### config.mk
export PLATFORM = sky130hd
export DESIGN_NAME = pipe_stage
export DESIGN_NICKNAME = d
export VERILOG_FILES = /design/src/rtl/pipe_pkg.sv /design/src/rtl/pipe_data_reg.sv /design/src/rtl/pipe_stage.sv
export SDC_FILE = /design/constraint.sdc
export NUM_CORES = 1
export LEC_CHECK = 0
export ABC_AREA = 1
export ABC_CLOCK_PERIOD_IN_PS = 2200
export CAP_MARGIN = 0
export CORE_MARGIN = 8
export CORE_UTILIZATION = 60
export CTS_BUF_LIST = sky130_fd_sc_hd__clkbuf_2
export CTS_CLUSTER_DIAMETER = 120
export CTS_CLUSTER_SIZE = 28
export DETAILED_ROUTE_END_ITERATION = 10
export DONT_BUFFER_PORTS = 1
export HOLD_SLACK_MARGIN = 0.1
export PLACE_DENSITY = 0.81
export SYNTH_ARGS = -nofsm -noshare
export SYNTH_HDL_FRONTEND = slang
export SYNTH_HIERARCHICAL = 1
export SYNTH_SLANG_ARGS = --single-unit
### constraint.sdc
create_clock -name clk -period 2.2 [get_ports clk]
set_input_delay 0.44 -clock clk [delete_from_list [all_inputs] [get_ports clk]]
set_output_delay 0.44 -clock clk [all_outputs]
set_load 0.1 [all_outputs]
### src/rtl/pipe_pkg.sv
// Shared types for the pipeline stage register: occupancy state encoding.
// PS_TWO is only reachable when the skid register is built in.
package pipe_pkg;

    typedef enum logic [1:0] {PS_EMPTY, PS_ONE, PS_TWO} pipe_state_t;

endpackage

### src/rtl/pipe_data_reg.sv
// WIDTH-bit data register, load enable and sync clear, async reset to 0; 1-cycle latency.
// No handshake: the owning stage decides when to load or clear.
module pipe_data_reg #(
    parameter int WIDTH = 32
) (
    input  logic             clk,
    input  logic             rst,
    input  logic             clr_i,
    input  logic             load_i,
    input  logic [WIDTH-1:0] d_i,
    output logic [WIDTH-1:0] q_o
);

    logic [WIDTH-1:0] data_q;

    always_ff @(posedge clk or posedge rst) begin
        if (rst) begin
            data_q <= '0;
        end else if (clr_i) begin
            data_q <= '0;
        end else if (load_i) begin
            data_q <= d_i;
        end
    end

    assign q_o = data_q;

endmodule

### src/rtl/pipe_stage.sv
// Valid/ready pipeline stage, 1-cycle latency, stall holds data; flush kills all entries.
// PIPE_STAGE_SKID_EN adds a skid register and a registered in_ready; otherwise in_ready is combinational.
import pipe_pkg::*;

module pipe_stage #(
    parameter int WIDTH          = 32,
    parameter bit CLEAR_ON_FLUSH = 1'b1
) (
    input  logic             clk,
    input  logic             rst,
    input  logic             flush,
    input  logic             stall,
    input  logic             in_valid,
    output logic             in_ready,
    input  logic [WIDTH-1:0] in_data,
    output logic             out_valid,
    input  logic             out_ready,
    output logic [WIDTH-1:0] out_data
);

    pipe_state_t      state_q, state_d;
    logic             in_xfer, out_xfer;
    logic             main_load, data_clr;
    logic [WIDTH-1:0] main_d;

    assign out_valid = (state_q != PS_EMPTY);
    assign out_xfer  = out_valid & out_ready & ~stall;
    assign in_xfer   = in_valid & in_ready;
    assign data_clr  = flush & CLEAR_ON_FLUSH;

    always_ff @(posedge clk or posedge rst) begin
        if (rst) begin
            state_q <= PS_EMPTY;
        end else begin
            state_q <= state_d;
        end
    end

    pipe_data_reg #(.WIDTH(WIDTH)) u_main (
        .clk    (clk),
        .rst    (rst),
        .clr_i  (data_clr),
        .load_i (main_load),
        .d_i    (main_d),
        .q_o    (out_data)
    );

`ifdef PIPE_STAGE_SKID_EN
    logic             skid_load;
    logic [WIDTH-1:0] skid_q;
    logic             in_ready_q;

    always_comb begin
        state_d   = state_q;
        main_load = 1'b0;
        skid_load = 1'b0;
        main_d    = in_data;
        case (state_q)
            PS_EMPTY: begin
                if (in_xfer) begin
                    state_d   = PS_ONE;
                    main_load = 1'b1;
                end
            end
            PS_ONE: begin
                if (in_xfer && out_xfer) begin
                    main_load = 1'b1;
                end else if (out_xfer) begin
                    state_d = PS_EMPTY;
                end else if (in_xfer) begin
                    state_d   = PS_TWO;
                    skid_load = 1'b1;
                end
            end
            PS_TWO: begin
                // in_ready is low here, so the only move is skid -> main
                if (out_xfer) begin
                    state_d   = PS_ONE;
                    main_load = 1'b1;
                    main_d    = skid_q;
                end
            end
            default: state_d = PS_EMPTY;
        endcase
        if (flush) begin
            state_d   = PS_EMPTY;
            main_load = 1'b0;
            skid_load = 1'b0;
        end
    end

    always_ff @(posedge clk or posedge rst) begin
        if (rst) begin
            in_ready_q <= 1'b1;
        end else begin
            in_ready_q <= (state_d != PS_TWO);
        end
    end

    assign in_ready = in_ready_q;

    pipe_data_reg #(.WIDTH(WIDTH)) u_skid (
        .clk    (clk),
        .rst    (rst),
        .clr_i  (data_clr),
        .load_i (skid_load),
        .d_i    (in_data),
        .q_o    (skid_q)
    );
`else
    always_comb begin
        state_d   = state_q;
        main_load = 1'b0;
        main_d    = in_data;
        case (state_q)
            PS_EMPTY: begin
                if (in_xfer) begin
                    state_d   = PS_ONE;
                    main_load = 1'b1;
                end
            end
            PS_ONE: begin
                if (in_xfer) begin
                    main_load = 1'b1;
                end else if (out_xfer) begin
                    state_d = PS_EMPTY;
                end
            end
            default: state_d = PS_EMPTY;
        endcase
        if (flush) begin
            state_d   = PS_EMPTY;
            main_load = 1'b0;
        end
    end

    // Accept only when the single register is empty or draining this cycle
    assign in_ready = ~out_valid | (out_ready & ~stall);
`endif

endmodule

### Word level (Yosys, flattened, before mapping)

Cells that the tools add are included.

| word-level totals | value |
|---|---|
| logic and storage cells | 28 |
| flip-flop bits (word level) | 34 |
| output and inout port bits | 34 |
| input bits | 38 |

| operators by class | value |
|---|---|
| muxes and demuxes | 10 |
| equal/unequal tests | 4 |
| reduce and logical (&&, ||, !) cells | 5 |
| bitwise gates (word level) | 7 |

Operator list:

| operator | number |
|---|---|
| $mux 32 | 2 |
| $ne 3x3->1 const B | 3 |
| $mux 2 | 4 |
| $and 1x1->1 | 4 |
| $pmux 2 s2 | 1 |
| $reduce_bool 2->1 | 2 |
| $mux 1 | 3 |
| $reduce_and 3->1 | 1 |
| $eq 2x1->1 const B | 1 |
| $logic_not 2->1 | 1 |
| $not 1->1 | 2 |
| $reduce_or 2->1 | 1 |
| $or 1x1->1 | 1 |

### Depth between registers and ports, before layout

Gate-level depths: netlist (run 1).

| depth | value |
|---|---|
| depth in word-level cells | 9 |
| gate-level depth with buffers | 8 |
| gate-level depth less buffers | 6 |

### Cells and area by module

The synthesis (run 1) kept the hierarchy.

Modules (own cells, without submodules):

| module | seq. area each (um2) | area each (um2) | cells an instance | instances |
|---|---|---|---|---|
| pipe_data_reg | 800.8 | 1,323.8 | 141 | 1 |
| pipe_stage | 25.0 | 72.6 | 10 | 1 |

### Worst setup path after synthesis (run 1)

No wires, ideal clock.

| path | value |
|---|---|
| path type | flip-flop to output port |
| start | reg state_q[0] |
| end | out in_ready |
| path buffers | 0 |
| required time | 1.760 ns |
| slack | -0.016 ns |
| arrival | 1.776 ns |
| cell stages (with the launch flop) | 2 |
| path through | dfrtp_1 -> nand2_1 |

| on the way | value |
|---|---|
| cells in the longest elaborated chain, start to end | 3 |

Ends and longest elaborated chain:

| what | line | RTL |
|---|---|---|
| start, declared | pipe_stage.sv:21 | `pipe_state_t state_q, state_d;` |
| start signal, assigned | pipe_stage.sv:35 | `state_q <= state_d;` |
| $reduce_bool 2->1 | pipe_stage.sv:26 | `assign out_valid = (state_q != PS_EMPTY);` |
| $not 1->1 | pipe_stage.sv:138 | `assign in_ready = ~out_valid \| (out_ready & ~stall);` |
| $or 1x1->1 | pipe_stage.sv:138 |  |
| end, declared | pipe_stage.sv:14 | `output logic in_ready,` |

No other way between the ends.

### Worst setup path after layout (run 1)

| path | value |
|---|---|
| start | reg state_q[0] |
| end | out in_ready |

| on the way | value |
|---|---|
| cells in the longest elaborated chain, start to end | 3 |

Ends and longest elaborated chain:

| what | line | RTL |
|---|---|---|
| $reduce_bool 2->1 | pipe_stage.sv:26 |  |
| named net out_valid | pipe_stage.sv:16 | `output logic out_valid,` |
| $not 1->1 | pipe_stage.sv:138 |  |
| $or 1x1->1 | pipe_stage.sv:138 |  |

The timed path passes the listed nets, and every way through them passes these cells.

==> summary.md, run 1 <==
| Metric | Value |
|---|---|
| Outcome | finished, final reports clean |
| CTS tree | built |
| Yosys top cell area share | 59.1% |
| Sequential cell area | 826 um2 |
| Die H | 64.2 um |
| CTS Hold Buffers Added | 1 |
| Sequential share of the synthesized area | 59.1% |
| Fin. Hold Viols | 0 |
| Initial antenna violation count | 0 |
| MaxCap Viol Count | 0 |
| CP endpoint kind | primary output |
| Max frequency | 533 MHz |
| Clk Tree Root Cell | clkbuf_2 |
| CP max stage delay | 450 ps |
| Worst min-delay path startpoint | in_data[28] |
| Post-Syn Instances | 151 |
| Startpoint type of the worst setup path | register |
| Mean Syn Cell Area | 9.25 um2 |
| Final setup fails | 0 |
| GR Overflow Total | 0 |
| Area of the die | 4130 um2 |
| Synth area leaders | dfrtp_1 (59%), nand2_1 (18%), nand3_1 (9.7%) |
| Filler cell count | 166 |
| Top-count cell post-synth | nand2_1 |
| Worst Hold Depth | 2 |
| CORE AREA | 2210 um2 |
| Final instance area | 1700 um2 |
| FF-to-FF Start | state_q[0] |
| Placer Congestion | 0.776 |
| Crit path cell chain | buf_4 > nand2_2 > buf_4 |
| Total power | 1.28 mW |
| Largest net degree at the start of global routing | 33 |
| Worst VDD drop | 0.574 mV |
| Area delta synth->final | 21.6% |
| Vias in the first global route | 1,181 |
| Post-DP HPWL | 2590 um |
| Gr usage total | 16.4% |
| CP required | 1760 ps |
| Port bufs | 0 |
| Non-Filler Instances | 217 |
| Setup Buffers After CTS | 0 |
| Syn Nets | 189 |
| WL/cell | 16.2 um |
| RSZ-0062 raised after global routing | false |
| Sink Count | 33 |
| NumNets Final | 226 |
| Register share of total power | 50.3% |
| Max-slew headroom | 62.9% |
| Most common cell on crit path | buf_4 |
| Layout cell share with drive strength beyond 1 | 31.2% |
| I/O pins | 72 |
| Synth area leader | dfrtp_1 |
| Worst skew pair latency | 340 ps |
| Pint | 0.780 mW |
| Cell row count | 17 |
| TritonCTS Buffers | 5 |
| Synth cell types | 12 |
| Worst hold-check path type | in -> reg |
| Htree depth | 2 |
| Post-detailed-route count of antenna-violating nets | 0 |
| R2r worst-path depth | 4 |
| R2r endpoint | u_main/q_o[12] |
| Gate power share | 29.2% |
| Resized Gates After CTS | 0 |
| Cell family contributing the most delay on the critical path | buffers and inverters |
| Final period util | 85.3% |
| Pwr dens | 756 nW/um2 |
| Sw frac | 39.2% |
| Worst-path maximum fanout | 3 |
| Ys flop type | dfrtp_1 |
| Clock transition at path regs | 170 ps |
| Final TNS setup | 0 ps |
| Worst Path Buf+Inv | 2 |
| Post-synth top cells | nand2_1 (67), dfrtp_1 (33), nand3_1 (27) |
| # DRC | 0 |
| Antenna cells | 0 |
| Psw | 0.503 mW |
| Chip width | 64.2 um |
| Minimum clock period | 1880 ps |
| Cell Area, Synth | 1400 um2 |
| Fin. max-slew vios | 0 |
| Placed Area | 1650 um2 |
| Critical path type | reg -> out |
| CTS Buffer Depth | 2 |
| Syn. warnings | 6 |
| Clock power frac | 20.4% |
| WL final | 3520 um |
| Final Skew | 22.5 ps |
| Placed cell count | 208 |
| Area taken by multi-input logic gates | 475 um2 |
| DRT Pass-1 Iters | 4 |
| Post-synth EDFFs | 0 |
| First-pass GRT wire length | 5480 um |
| Ys async rst share | 100% |
| Synthesized flop and latch total | 33 |
| Hold endpoint | u_main/q_o[28] |
| Starting density of the core | 63.1% |
| Vias | 1,148 |
| Vias per inst | 5.29 |
| Worst R2R Setup Slack | 920 ps |
| CP Data Arrival Time | 1440 ps |
| Leakage | 0.997 nW |
| CP max stage cell | dfrtp_1 |
| Worst slew pin tran | 556 ps |
| Initial DRC Count | 52 |
[power groups by stage]
stage                     sequential, mW  combinational (mW)  clock (mW)
after detailed placement           0.657               0.374           0
final                              0.646               0.375       0.262
after global placement             0.656               0.368           0
after global routing               0.648               0.390       0.300
after floorplan                    0.872              0.0905           0
after CTS                          0.646               0.376       0.275
[area by class of cell]
cell class                      count  area share [%]
Tap cell                           28            2.06
Clock inverter                      2           0.590
Clock buffer                        6            1.77
Multi-Input combinational cell    103            28.0
Timing Repair Buffer               40            17.8
Sequential cell                    33            48.6
Inverter                            5            1.11
[through the flow]
step | hold slack [ps] | worst slack [ps] | util [%]
after floorplan | 169 | 224 | -
after global placement | 171 | 743 | 74.5
final | 214 | 324 | 76.8
after CTS | 186 | 299 | 76.8
after detailed placement | 174 | 734 | 74.5
after global routing | 171 | 272 | 76.8
[cells by family (layout without fill, tap and decap cells)]
family          Yosys count  after routing  synth area share, %
compound gates            1              1                0.627
simple gates            102            102                 33.2
flops                    33             33                 59.1
buf+inv                  15             53                 6.99
[layout by cell type, fill, tap and decap left out, types with 2 or more instances in the layout]
cell type | netlist | routed
nand2_1 | 67 | 66
buf_4 | 4 | 39
dfrtp_1 | 33 | 33
nand3_1 | 27 | 27
nand3_2 | 6 | 6
clkbuf_2 | 0 | 6
inv_1 | 3 | 3
nand2_2 | 1 | 2
inv_2 | 2 | 2
clkinv_2 | 0 | 2
[registers in the layout, summed over array words and instances, names as in the netlist]
| register | cells |
|---|---|
| u_main/q_o | 32 |
| state_q | 1 |
[worst register-to-register path, delay by kind of cell, from the launching register on]
family	cells	cell delay (ps)
buffers and inverters	1	280
AOI/OAI and AO/OA	1	260
DFF	1	450
and+or+nand+nor	2	220
[metal layers]
metal  up-vias  GRT usage [%]  routed length, um
met2        57           28.7               1790
met5         -              0                  0
li1        552              -                  -
met4         0           6.54                 48
met3         7           7.67                380
met1       532           16.5               1300
[worst max-delay path by stage]
stage | startpoint | endpoint | slack, ps | cells past startpoint
after detailed placement | state_q[0] | in_ready | 730 | 3
after global routing | state_q[0] | in_ready | 270 | 3
after CTS | state_q[0] | in_ready | 300 | 3
final | state_q[0] | in_ready | 320 | 3
after floorplan | state_q[0] | in_ready | 220 | 1
after global placement | state_q[0] | in_ready | 740 | 3
Note: power is estimated with default switching activity, not from simulation.
==> run 2, diff against run 1 <==
--- a/config.mk
+++ b/config.mk
@@ -9,15 +9,15 @@
 export ABC_CLOCK_PERIOD_IN_PS = 2200
 export CAP_MARGIN = 0
 export CORE_MARGIN = 8
-export CORE_UTILIZATION = 60
+export CORE_UTILIZATION = 44
 export CTS_BUF_LIST = sky130_fd_sc_hd__clkbuf_2
 export CTS_CLUSTER_DIAMETER = 120
 export CTS_CLUSTER_SIZE = 28
 export DETAILED_ROUTE_END_ITERATION = 10
-export DONT_BUFFER_PORTS = 1
 export HOLD_SLACK_MARGIN = 0.1
-export PLACE_DENSITY = 0.81
+export PLACE_DENSITY = 0.93
 export SYNTH_ARGS = -nofsm -noshare
 export SYNTH_HDL_FRONTEND = slang
 export SYNTH_HIERARCHICAL = 1
 export SYNTH_SLANG_ARGS = --single-unit
+export TNS_END_PERCENT = 10
==> run 2 against run 1 <==
Compared with the run above:
- utilization shrank 8.4 points
- final area grew 22%
- clock power is essentially flat
- global-route usage shrank 1.7 points
- fmax grew 7.8%
- sequential power grew 1%
- first-iteration DRC count grew to 2.5 times the previous value
- highest routed layer unchanged
- register-to-register slack lost 130 ps
- via count grew 8.2%
- combinational power grew 16%
==> summary.md, run 2 (same netlist as run 1, synthesis figures left out) <==
| Metric | Value |
|---|---|
| Outcome | finished, final reports clean (unchanged) |
| Cell row count | 20 (was 17) |
| Largest net degree at the start of global routing | 33 (unchanged) |
| Fin. Hold Viols | 0 (unchanged) |
| DRT Pass-1 Iters | 4 (unchanged) |
| Pwr dens | 652 nW/um2 (was 756 nW/um2) |
| WL/cell | 13.8 um (was 16.2 um) |
| Worst VDD drop | 0.348 mV (was 0.574 mV) |
| Leading cell type in the layout, fill and taps excluded | nand2_1 (unchanged) |
| Antenna cells | 0 (unchanged) |
| Total power | 1.35 mW (was 1.28 mW) |
| Worst skew pair latency | 360 ps (was 340 ps) |
| Fin. max-slew vios | 0 (unchanged) |
| Sink Count | 33 (unchanged) |
| I/O pins | 72 (unchanged) |
| Area of the die | 5230 um2 (was 4130 um2) |
| Clk Tree Root Cell | clkbuf_2 (unchanged) |
| Max frequency | 575 MHz (was 533 MHz) |
| Chip width | 72.3 um (was 64.2 um) |
| Final TNS setup | 0 ps (unchanged) |
| CP required | 2480 ps (was 1760 ps) |
| CP Data Arrival Time | 2020 ps (was 1440 ps) |
| Post-detailed-route count of antenna-violating nets | 0 (unchanged) |
| Resized Gates After CTS | 0 (unchanged) |
| GR Overflow Total | 0 (unchanged) |
| Port bufs | 71 (was 0) |
| Vias in the first global route | 1,337 (was 1,181) |
| Worst hold-check path type | in -> async (was in -> reg) |
| Setup Buffers After CTS | 0 (unchanged) |
| Post-layout util | 68.3% (was 76.8%) |
| TritonCTS Buffers | 5 (unchanged) |
| Starting density of the core | 46.1% (was 63.1%) |
| Crit path cell chain | clkdlybuf4s50_1 > inv_2 > nand2_1 > a21oi_4 > nor2_4 > nand2_1 > nand2_1 (was buf_4 > nand2_2 > buf_4) |
| CP max stage delay | 580 ps (was 450 ps) |
| Most common cell on crit path | nand2_1 (was buf_4) |
| Hold slack | 240 ps (was 214 ps) |
| Max reg flops | 32 (unchanged) |
| Vias | 1,242 (was 1,148) |
| Gr usage total | 14.7% (was 16.4%) |
| Initial antenna violation count | 0 (unchanged) |
| CP endpoint kind | register (was primary output) |
| Placer Congestion | 0.687 (was 0.776) |
| Die H | 72.3 um (was 64.2 um) |
| Final setup fails | 0 (unchanged) |
| NumNets Final | 259 (was 226) |
| RSZ-0062 raised after global routing | false (unchanged) |
| Clock transition at path regs | 140 ps (was 170 ps) |
| Layout cell share with drive strength beyond 1 | 24.4% (was 31.2%) |
| CTS Buffer Depth | 2 (unchanged) |
| Post-DP HPWL | 2630 um (was 2590 um) |
| CTS Hold Buffers Added | 0 (was 1) |
| Critical path type | in -> reg (was reg -> out) |
| Htree depth | 2 (unchanged) |
| Area delta synth->final | 48.2% (was 21.6%) |
| Worst-path maximum fanout | 32 (was 3) |
| CP max stage cell | clkdlybuf4s50_1 (was dfrtp_1) |
| Vias per inst | 4.69 (was 5.29) |
| Leakage | 1.12 nW (was 0.997 nW) |
| MaxCap Viol Count | 0 (unchanged) |
| Final period util | 79.1% (was 85.3%) |
| Most frequent cells in the layout | nand2_1 (66), clkdlybuf4s50_1 (37), buf_4 (35), dfrtp_1 (33), nand3_1 (27) (was nand2_1 (66), buf_4 (39), dfrtp_1 (33), nand3_1 (27)) |
| # DRC | 0 (unchanged) |
| CTS tree | built (unchanged) |
| Initial DRC Count | 131 (was 52) |
| First-pass GRT wire length | 6030 um (was 5480 um) |
| Max-slew headroom | 54.2% (was 62.9%) |
| Minimum clock period | 1740 ps (was 1880 ps) |
| CORE AREA | 3030 um2 (was 2210 um2) |
| Final Skew | 23.8 ps (was 22.5 ps) |
| Worst slew pin tran | 685 ps (was 556 ps) |
| Startpoint type of the worst setup path | input pin (was register) |
| WL final | 3660 um (was 3520 um) |
run 2: metrics by stage:
stage	worst slack (ps)	instance area [um2]	std cells
6_report	460	2070	265
2_1_floorplan	224	1400	151
3_3_place_gp	155	2040	258
5_1_grt	368	2070	265
4_1_cts	467	2070	265
3_5_place_dp	74.2	2040	258
run 2: per-layer routing:
layer,wire [um],global-route usage [%],share of wire (%),up-vias
li1,-,-,-,612
met1,1600,16.8,44,578
met4,19,4.08,0.52,0
met5,0,0,0,-
met2,1680,23.2,46,50
met3,361,7.99,9.9,2
run 2: critical path, delay by kind of cell:
kind | cells | cell delay [ps]
AND/OR/NAND/NOR | 4 | 880
buffers and inverters | 2 | 640
AO/OA/AOI/OAI | 1 | 50
run 2: path summary, 6_finish.rpt:
| kind | start | endpoint | slack [ps] | depth (start not counted) |
|---|---|---|---|---|
| max in group asynchronous | rst | u_main/q_o[11] | 1420 | 3 |
| worst max register to register | state_q[0] | u_main/q_o[9] | 790 | 4 |
| worst max-delay path | flush | u_main/q_o[9] | 460 | 7 |
| min in group clk | u_main/q_o[3] | u_main/q_o[3] | 490 | 2 |
| worst min register to register | u_main/q_o[3] | u_main/q_o[3] | 490 | 2 |
| worst min-delay path | rst | state_q[0] | 240 | 2 |
run 2: cell type report:
| class | count | area (um2) |
|---|---|---|
| tap | 44 | 55.1 |
| inverter | 5 | 18.8 |
| clock buffer | 6 | 30.0 |
| fill | 265 | 958 |
| sequential | 33 | 826 |
| timing repair buffer | 73 | 653 |
| multi-input combinational | 103 | 483 |
| clock inverter | 1 | 3.75 |
run 2: power breakdown:
group | internal (mW) | switching (mW) | total [mW]
registers | 0.635 | 0.0180 | 0.653
clock network | 0.0743 | 0.188 | 0.263
logic | 0.120 | 0.313 | 0.434
total | 0.830 | 0.520 | 1.35
